===== src/rtl/kch_table_selector.sv =====
// Cluster-head table: collects CH advertisements per round, then selects the best CH after an idle timeout.
// Latency: selection pulse TIMEOUT+1+N cycles after the last accepted advertisement (N = table entries).
// Backpressure: none; advertisements that cannot be stored (table/limit full or scan in progress) are dropped and flagged.
module kch_table_selector #(
  parameter int WORD_WIDTH = 16,
  parameter int CH_DEPTH   = 16,
  parameter int TIMEOUT    = 15,
  parameter int IDX_W      = $clog2(CH_DEPTH)
) (
  input  logic                  clk,
  input  logic                  rst,
  input  logic                  en_KCH,
  input  logic                  HB_reset,
  input  logic [WORD_WIDTH-1:0] HB_CHlimit,
  input  logic [WORD_WIDTH-1:0] fCH_ID,
  input  logic [WORD_WIDTH-1:0] fCH_Hops,
  input  logic [WORD_WIDTH-1:0] fCH_QValue,
  output logic [WORD_WIDTH-1:0] chosenCH,
  output logic [WORD_WIDTH-1:0] hopsfromCH,
  output logic                  sel_valid,
  output logic                  adv_dropped,
  output logic [IDX_W:0]        kch_count,
  output logic                  busy
);

  localparam int TMR_W = (TIMEOUT > 0) ? $clog2(TIMEOUT + 1) : 1;
  localparam logic [TMR_W-1:0] TMR_INIT = TMR_W'(TIMEOUT);
  localparam logic [IDX_W:0]   DEPTH_C  = (IDX_W + 1)'(CH_DEPTH);

  typedef enum logic [1:0] {S_IDLE, S_COLLECT, S_SCAN} state_t;

  state_t                state_q, state_d;
  logic [TMR_W-1:0]      timer_q, timer_d;
  logic [IDX_W:0]        cnt_q, cnt_d;
  logic [IDX_W:0]        idx_q, idx_d;
  logic [CH_DEPTH-1:0]   vld_q, vld_d;
  logic [WORD_WIDTH-1:0] id_q   [CH_DEPTH];
  logic [WORD_WIDTH-1:0] id_d   [CH_DEPTH];
  logic [WORD_WIDTH-1:0] hops_q [CH_DEPTH];
  logic [WORD_WIDTH-1:0] hops_d [CH_DEPTH];
  logic [WORD_WIDTH-1:0] qv_q   [CH_DEPTH];
  logic [WORD_WIDTH-1:0] qv_d   [CH_DEPTH];
  logic [WORD_WIDTH-1:0] bid_q, bid_d, bhops_q, bhops_d, bqv_q, bqv_d;
  logic [WORD_WIDTH-1:0] chosen_q, chosen_d, hopsout_q, hopsout_d;
  logic                  sel_q, sel_d, drop_q, drop_d;

  logic                  hit;
  logic [IDX_W-1:0]      hit_idx;
  logic                  room;
  logic [WORD_WIDTH-1:0] c_id, c_hops, c_qv;
  logic                  better;

  // Parallel ID match against all valid entries (IDs are unique, so at most one hit).
  always_comb begin
    hit     = 1'b0;
    hit_idx = '0;
    for (int i = 0; i < CH_DEPTH; i++) begin
      if (vld_q[i] && (id_q[i] == fCH_ID)) begin
        hit     = 1'b1;
        hit_idx = IDX_W'(i);
      end
    end
  end

  // Live limit: table has room only below both the round limit and the physical depth.
  assign room = (cnt_q < DEPTH_C) && (WORD_WIDTH'(cnt_q) < HB_CHlimit);

  // Scan candidate and ranking: fewer hops, then higher Q, then lower ID.
  assign c_id   = id_q[idx_q[IDX_W-1:0]];
  assign c_hops = hops_q[idx_q[IDX_W-1:0]];
  assign c_qv   = qv_q[idx_q[IDX_W-1:0]];
  assign better = (c_hops < bhops_q) ||
                  ((c_hops == bhops_q) && (c_qv > bqv_q)) ||
                  ((c_hops == bhops_q) && (c_qv == bqv_q) && (c_id < bid_q));

  // Next-state, table update and output computation.
  always_comb begin
    state_d   = state_q;
    timer_d   = timer_q;
    cnt_d     = cnt_q;
    idx_d     = idx_q;
    vld_d     = vld_q;
    id_d      = id_q;
    hops_d    = hops_q;
    qv_d      = qv_q;
    bid_d     = bid_q;
    bhops_d   = bhops_q;
    bqv_d     = bqv_q;
    chosen_d  = chosen_q;
    hopsout_d = hopsout_q;
    sel_d     = 1'b0;
    drop_d    = 1'b0;
    if (HB_reset) begin
      state_d   = S_IDLE;
      timer_d   = TMR_INIT;
      cnt_d     = '0;
      idx_d     = '0;
      vld_d     = '0;
      chosen_d  = '0;
      hopsout_d = '1;
    end else begin
      case (state_q)
        S_IDLE, S_COLLECT: begin
          if (en_KCH && (hit || room)) begin
            if (hit) begin
              hops_d[hit_idx] = fCH_Hops;
              qv_d[hit_idx]   = fCH_QValue;
            end else begin
              vld_d[cnt_q[IDX_W-1:0]]  = 1'b1;
              id_d[cnt_q[IDX_W-1:0]]   = fCH_ID;
              hops_d[cnt_q[IDX_W-1:0]] = fCH_Hops;
              qv_d[cnt_q[IDX_W-1:0]]   = fCH_QValue;
              cnt_d = cnt_q + 1'b1;
            end
            timer_d = TMR_INIT;
            state_d = S_COLLECT;
          end else begin
            // A discarded advertisement counts as silence for the timeout.
            drop_d = en_KCH;
            if (state_q == S_COLLECT) begin
              if (timer_q != '0) begin
                timer_d = timer_q - 1'b1;
              end else begin
                state_d = S_SCAN;
                idx_d   = '0;
              end
            end
          end
        end
        S_SCAN: begin
          drop_d = en_KCH;
          if ((idx_q == '0) || better) begin
            bid_d   = c_id;
            bhops_d = c_hops;
            bqv_d   = c_qv;
          end
          idx_d = idx_q + 1'b1;
          if ((idx_q + 1'b1) >= cnt_q) begin
            chosen_d  = bid_d;
            hopsout_d = bhops_d;
            sel_d     = 1'b1;
            state_d   = S_IDLE;
            timer_d   = TMR_INIT;
          end
        end
        default: state_d = S_IDLE;
      endcase
    end
  end

  // Control and output registers with asynchronous reset.
  always_ff @(posedge clk or posedge rst) begin
    if (rst) begin
      state_q   <= S_IDLE;
      timer_q   <= TMR_INIT;
      cnt_q     <= '0;
      idx_q     <= '0;
      vld_q     <= '0;
      chosen_q  <= '0;
      hopsout_q <= '1;
      sel_q     <= 1'b0;
      drop_q    <= 1'b0;
    end else begin
      state_q   <= state_d;
      timer_q   <= timer_d;
      cnt_q     <= cnt_d;
      idx_q     <= idx_d;
      vld_q     <= vld_d;
      chosen_q  <= chosen_d;
      hopsout_q <= hopsout_d;
      sel_q     <= sel_d;
      drop_q    <= drop_d;
    end
  end

  // Table payload and running best; qualified by vld_q/state, so no reset needed.
  always_ff @(posedge clk) begin
    id_q    <= id_d;
    hops_q  <= hops_d;
    qv_q    <= qv_d;
    bid_q   <= bid_d;
    bhops_q <= bhops_d;
    bqv_q   <= bqv_d;
  end

  assign chosenCH    = chosen_q;
  assign hopsfromCH  = hopsout_q;
  assign sel_valid   = sel_q;
  assign adv_dropped = drop_q;
  assign kch_count   = cnt_q;
  assign busy        = (state_q != S_IDLE);

endmodule


===== config.mk =====
export PLATFORM = sky130hd
export DESIGN_NAME = kch_table_selector
export DESIGN_NICKNAME = d
export VERILOG_FILES = /design/src/rtl/kch_table_selector.sv
export SDC_FILE = /design/constraint.sdc
export NUM_CORES = 2
export LEC_CHECK = 0
export ABC_AREA = 1
export CAP_MARGIN = 15
export CORE_ASPECT_RATIO = 0.5
export CORE_MARGIN = 4
export CORE_UTILIZATION = 60
export CTS_CLUSTER_SIZE = 24
export DETAILED_ROUTE_END_ITERATION = 6
export HOLD_SLACK_MARGIN = 0.1
export PLACE_DENSITY = 0.8
export SYNTH_ARGS = -nofsm -noshare
export SYNTH_HDL_FRONTEND = slang
export SYNTH_SLANG_ARGS = --single-unit

===== constraint.sdc =====
create_clock -name clk -period 13.3 [get_ports clk]
set_input_delay 3.99 -clock clk [delete_from_list [all_inputs] [get_ports clk]]
set_output_delay 3.99 -clock clk [all_outputs]
set_load 0.005 [all_outputs]

==> run metrics <==
buffer count from post-CTS setup fixing=0; Critical-path top delay cell=inv_1; root buffer cell=clkbuf_16; delay-heaviest family, CP=simple AND/OR/NAND/NOR gates; FF-to-FF Start=idx_q[0]$_DFFE_PP0P_; Fin Setup TNS=0 ns; synthesized flop and latch total=882; TritonCTS Buffers=78; Layout area overhead=8.75%; Hold Path Class=reg2reg; Max Clock Freq=110 MHz; Final Hold Slack=0.481 ns; initial antenna violation count=1; Crit. End Element=flop; R2R cell count=17; Port Buf Inserts=107; synth unique cells=59; global-route wire length before repair=230000 um; clk buf depth=3; Synth Net Count=5024; antenna fix cells=0; H-tree depth=3; Slew Viols, Final=0; Final setup viols=0; Die Wd=401 um; All-Layer GR Usage=37.1%; area leader, netlist=edfxtp_1; clock skew=0.0316 ns; Seq/Total Area, Yosys=56.5%; Starting Density=61.1%; R2R Path End=bqv_q[14]$_DFFE_PP_; min Tclk post-route=9.12 ns; share of cells above drive strength 1=10.1%; vias in the first global route=36400; Starting DRT DRC Count=6026; routed len/inst=26.3 um; CTS Sinks=882; hold path cells=2; post-layout util=66.5%; CTS tree=built; crit start category=input port; cell row count=71; Clock Pin Slew Worst Setup and Hold Paths=0.06 ns; Syn Area/Cell=9.48 sq um; drt via density=6.55; area share of the largest cell type after synthesis=52.8%; Worst Hold End=chosenCH[15]$_DFFE_PP0P_; Crit Path Class=in2reg; cell depth of the worst setup path=23; worst slew pin tran=1.04 ns; Worst Path Max Fanout=36; Crit path required time=13.69 ns; leakage power=0.0184 uW; crit path cell chain=clkdlybuf4s50_1, buf_4, inv_1, nand2_1, nand2_1, nor2_1, nand4_1, nor2_1, nand4_1, nand2_1, nor2_2, nand2_1, nor2_2, buf_4, nand2_1, nand2_2, inv_2, nand2_2, inv_2, nand2_1, buf_4, nor2_1, buf_4; Non-Filler Instances=5903; Die H=205 um; gp weighted congestion=0.995; peak supply drop=93.1 uV; via count=38700; die area=82100 sq um; Antenna Nets Post-Route=0; Worst path most repeated cell=nand2_1; drt total wl=155000 um; gate count after technology mapping=4893; largest cells by area after synthesis=edfxtp_1 53%, nand2_1 6.4%, a21oi_1 5.0%; Worst-Skew Late Latency=0.69 ns; Final Net Count=4949; CP Buf/Inv Count=8; num ports=108; Mapped Area=46400 sq um; Post-CTS Resized=0; number of remaining DRC errors=0; Yosys warning count=0; Power Density=113 nW/um^2; RSZ-0062 raised after global routing=no; DP Wirelength=95400 um; largest net degree at the start of global routing=199; Worst Hold Launch=chosenCH[15]$_DFFE_PP0P_; Tcrit/Tclk final=68.6%; Crit path largest cell delay=0.64 ns; MaxCap Viol Count=0; R2R Setup Slk=5.66 ns; cts-stage hold buffer count=0; outcome=complete, no violations; Cells after DPL=5751; global route overflow=0; First-pass DRT Iterations=7; Critical Path AT=9.51 ns; final hold vios=0; max_slew headroom=30.3%; core area=75900 sq um
[state kept, by name, indices dropped and copies added (netlist names), 16 cells and up]
register and flops:
bqv_q 16, bid_q 16, hopsfromCH 16, vld_q 16, hops_q 256, id_q 256
qv_q 256, chosenCH 16, bhops_q 16
[how the worst max path moves through the flow]
stage	endpoint	slack, ns	startpoint
after global routing	id_q[209]$_DFFE_PP_	3.96	fCH_ID[1]
final	id_q[209]$_DFFE_PP_	4.18	fCH_ID[1]
after floorplan	hops_q[64]$_DFFE_PP_	4.89	fCH_ID[12]
after detailed placement	id_q[105]$_DFFE_PP_	3.38	fCH_ID[1]
after CTS	id_q[97]$_DFFE_PP_	4.10	fCH_ID[1]
after global placement	id_q[111]$_DFFE_PP_	3.52	fCH_ID[1]
[power breakdown]
part | switching, uW | total, uW | leakage (uW) | internal (uW)
registers | 14.1 | 3060 | 0.00796 | 3040
clock network | 1090 | 2280 | 0.00121 | 1190
logic | 262 | 371 | 0.00925 | 109
[cell usage in the layout, fill, tap and decap left out, types with 63 or more instances in the layout]
| master | instances |
|---|---|
| o22ai_1 | 108 |
| o21ai_0 | 441 |
| inv_1 | 393 |
| a21oi_1 | 446 |
| nand3_1 | 182 |
| buf_4 | 86 |
| a21oi_2 | 161 |
| clkbuf_16 | 79 |
| nand2_1 | 791 |
| nor2_1 | 557 |
| ha_1 | 63 |
| nor3_1 | 66 |
| edfxtp_1 | 816 |
| nand4_1 | 102 |
| clkdlybuf4s50_1 | 101 |
[layout make-up]
class	instances	area, sq um
tap	1022	1280
fill	5847	25400
inverter	415	1570
clock inverter	41	387
multi-input combinational	3244	17200
timing repair buffer	197	1740
sequential	882	26200
clock buffer	102	2100
[per-stage QoR]
step,setup WS [ns],power (uW),instance area (sq um)
2_1_floorplan,4.89,3320,46400
3_3_place_gp,3.52,3470,47900
3_5_place_dp,3.38,3470,47900
4_1_cts,4.10,5690,50400
5_1_grt,3.96,5850,50400
6_report,4.18,5710,50400
[cell usage after synthesis, drive strengths merged]
library cell and n:
nor3b 9, a211oi 5, nand4 110, nand3b 4
nor2 565, nand3 191, dfrtp 46, ha 63
o221ai 53, xnor2 22, or2 29, nor4 20
a21oi 622, nor3 68, nand2 804, o22ai 108
inv 414, o31ai 1, a2111oi 2, clkbuf 206
xor2 50, a21boi 4, o221a 2, a31oi 2
clkinv 1, o211ai 40, o21ai 448, a211o 2
a22o 1, buf 146, o2111ai 11, o21bai 2
and3b 1, o21a 4, edfxtp 816, dfstp 20
a31o 1
[worst register-to-register path: cells and delay by family (launching register included)]
| family | cells | cell delay (ns) |
|---|---|---|
| compound gates | 4 | 0.84 |
| buf+inv | 5 | 3.29 |
| flops | 1 | 0.76 |
| simple gates | 7 | 2.05 |
| fa+ha+maj | 1 | 0.35 |
[per-layer routing]
metal / routed length, um / up-vias / GRT usage (%) / part of all wire [%]
li1: - / 17000 / - / -
met1: 59000 / 18400 / 51.4 / 38
met2: 68900 / 2907 / 57.7 / 44
met3: 19900 / 417 / 7.31 / 13
met4: 7170 / 2 / 15.7 / 4.6
met5: 11 / - / 0 / 0.0071
[logic make-up after synthesis]
kind of cell    synth area share [%]
fa+ha+maj                       1.70
buf+inv                         7.04
flops                           56.5
simple gates                    16.8
compound gates                  16.7
xor+xnor                        1.36
(Power assumes the default switching activity.)
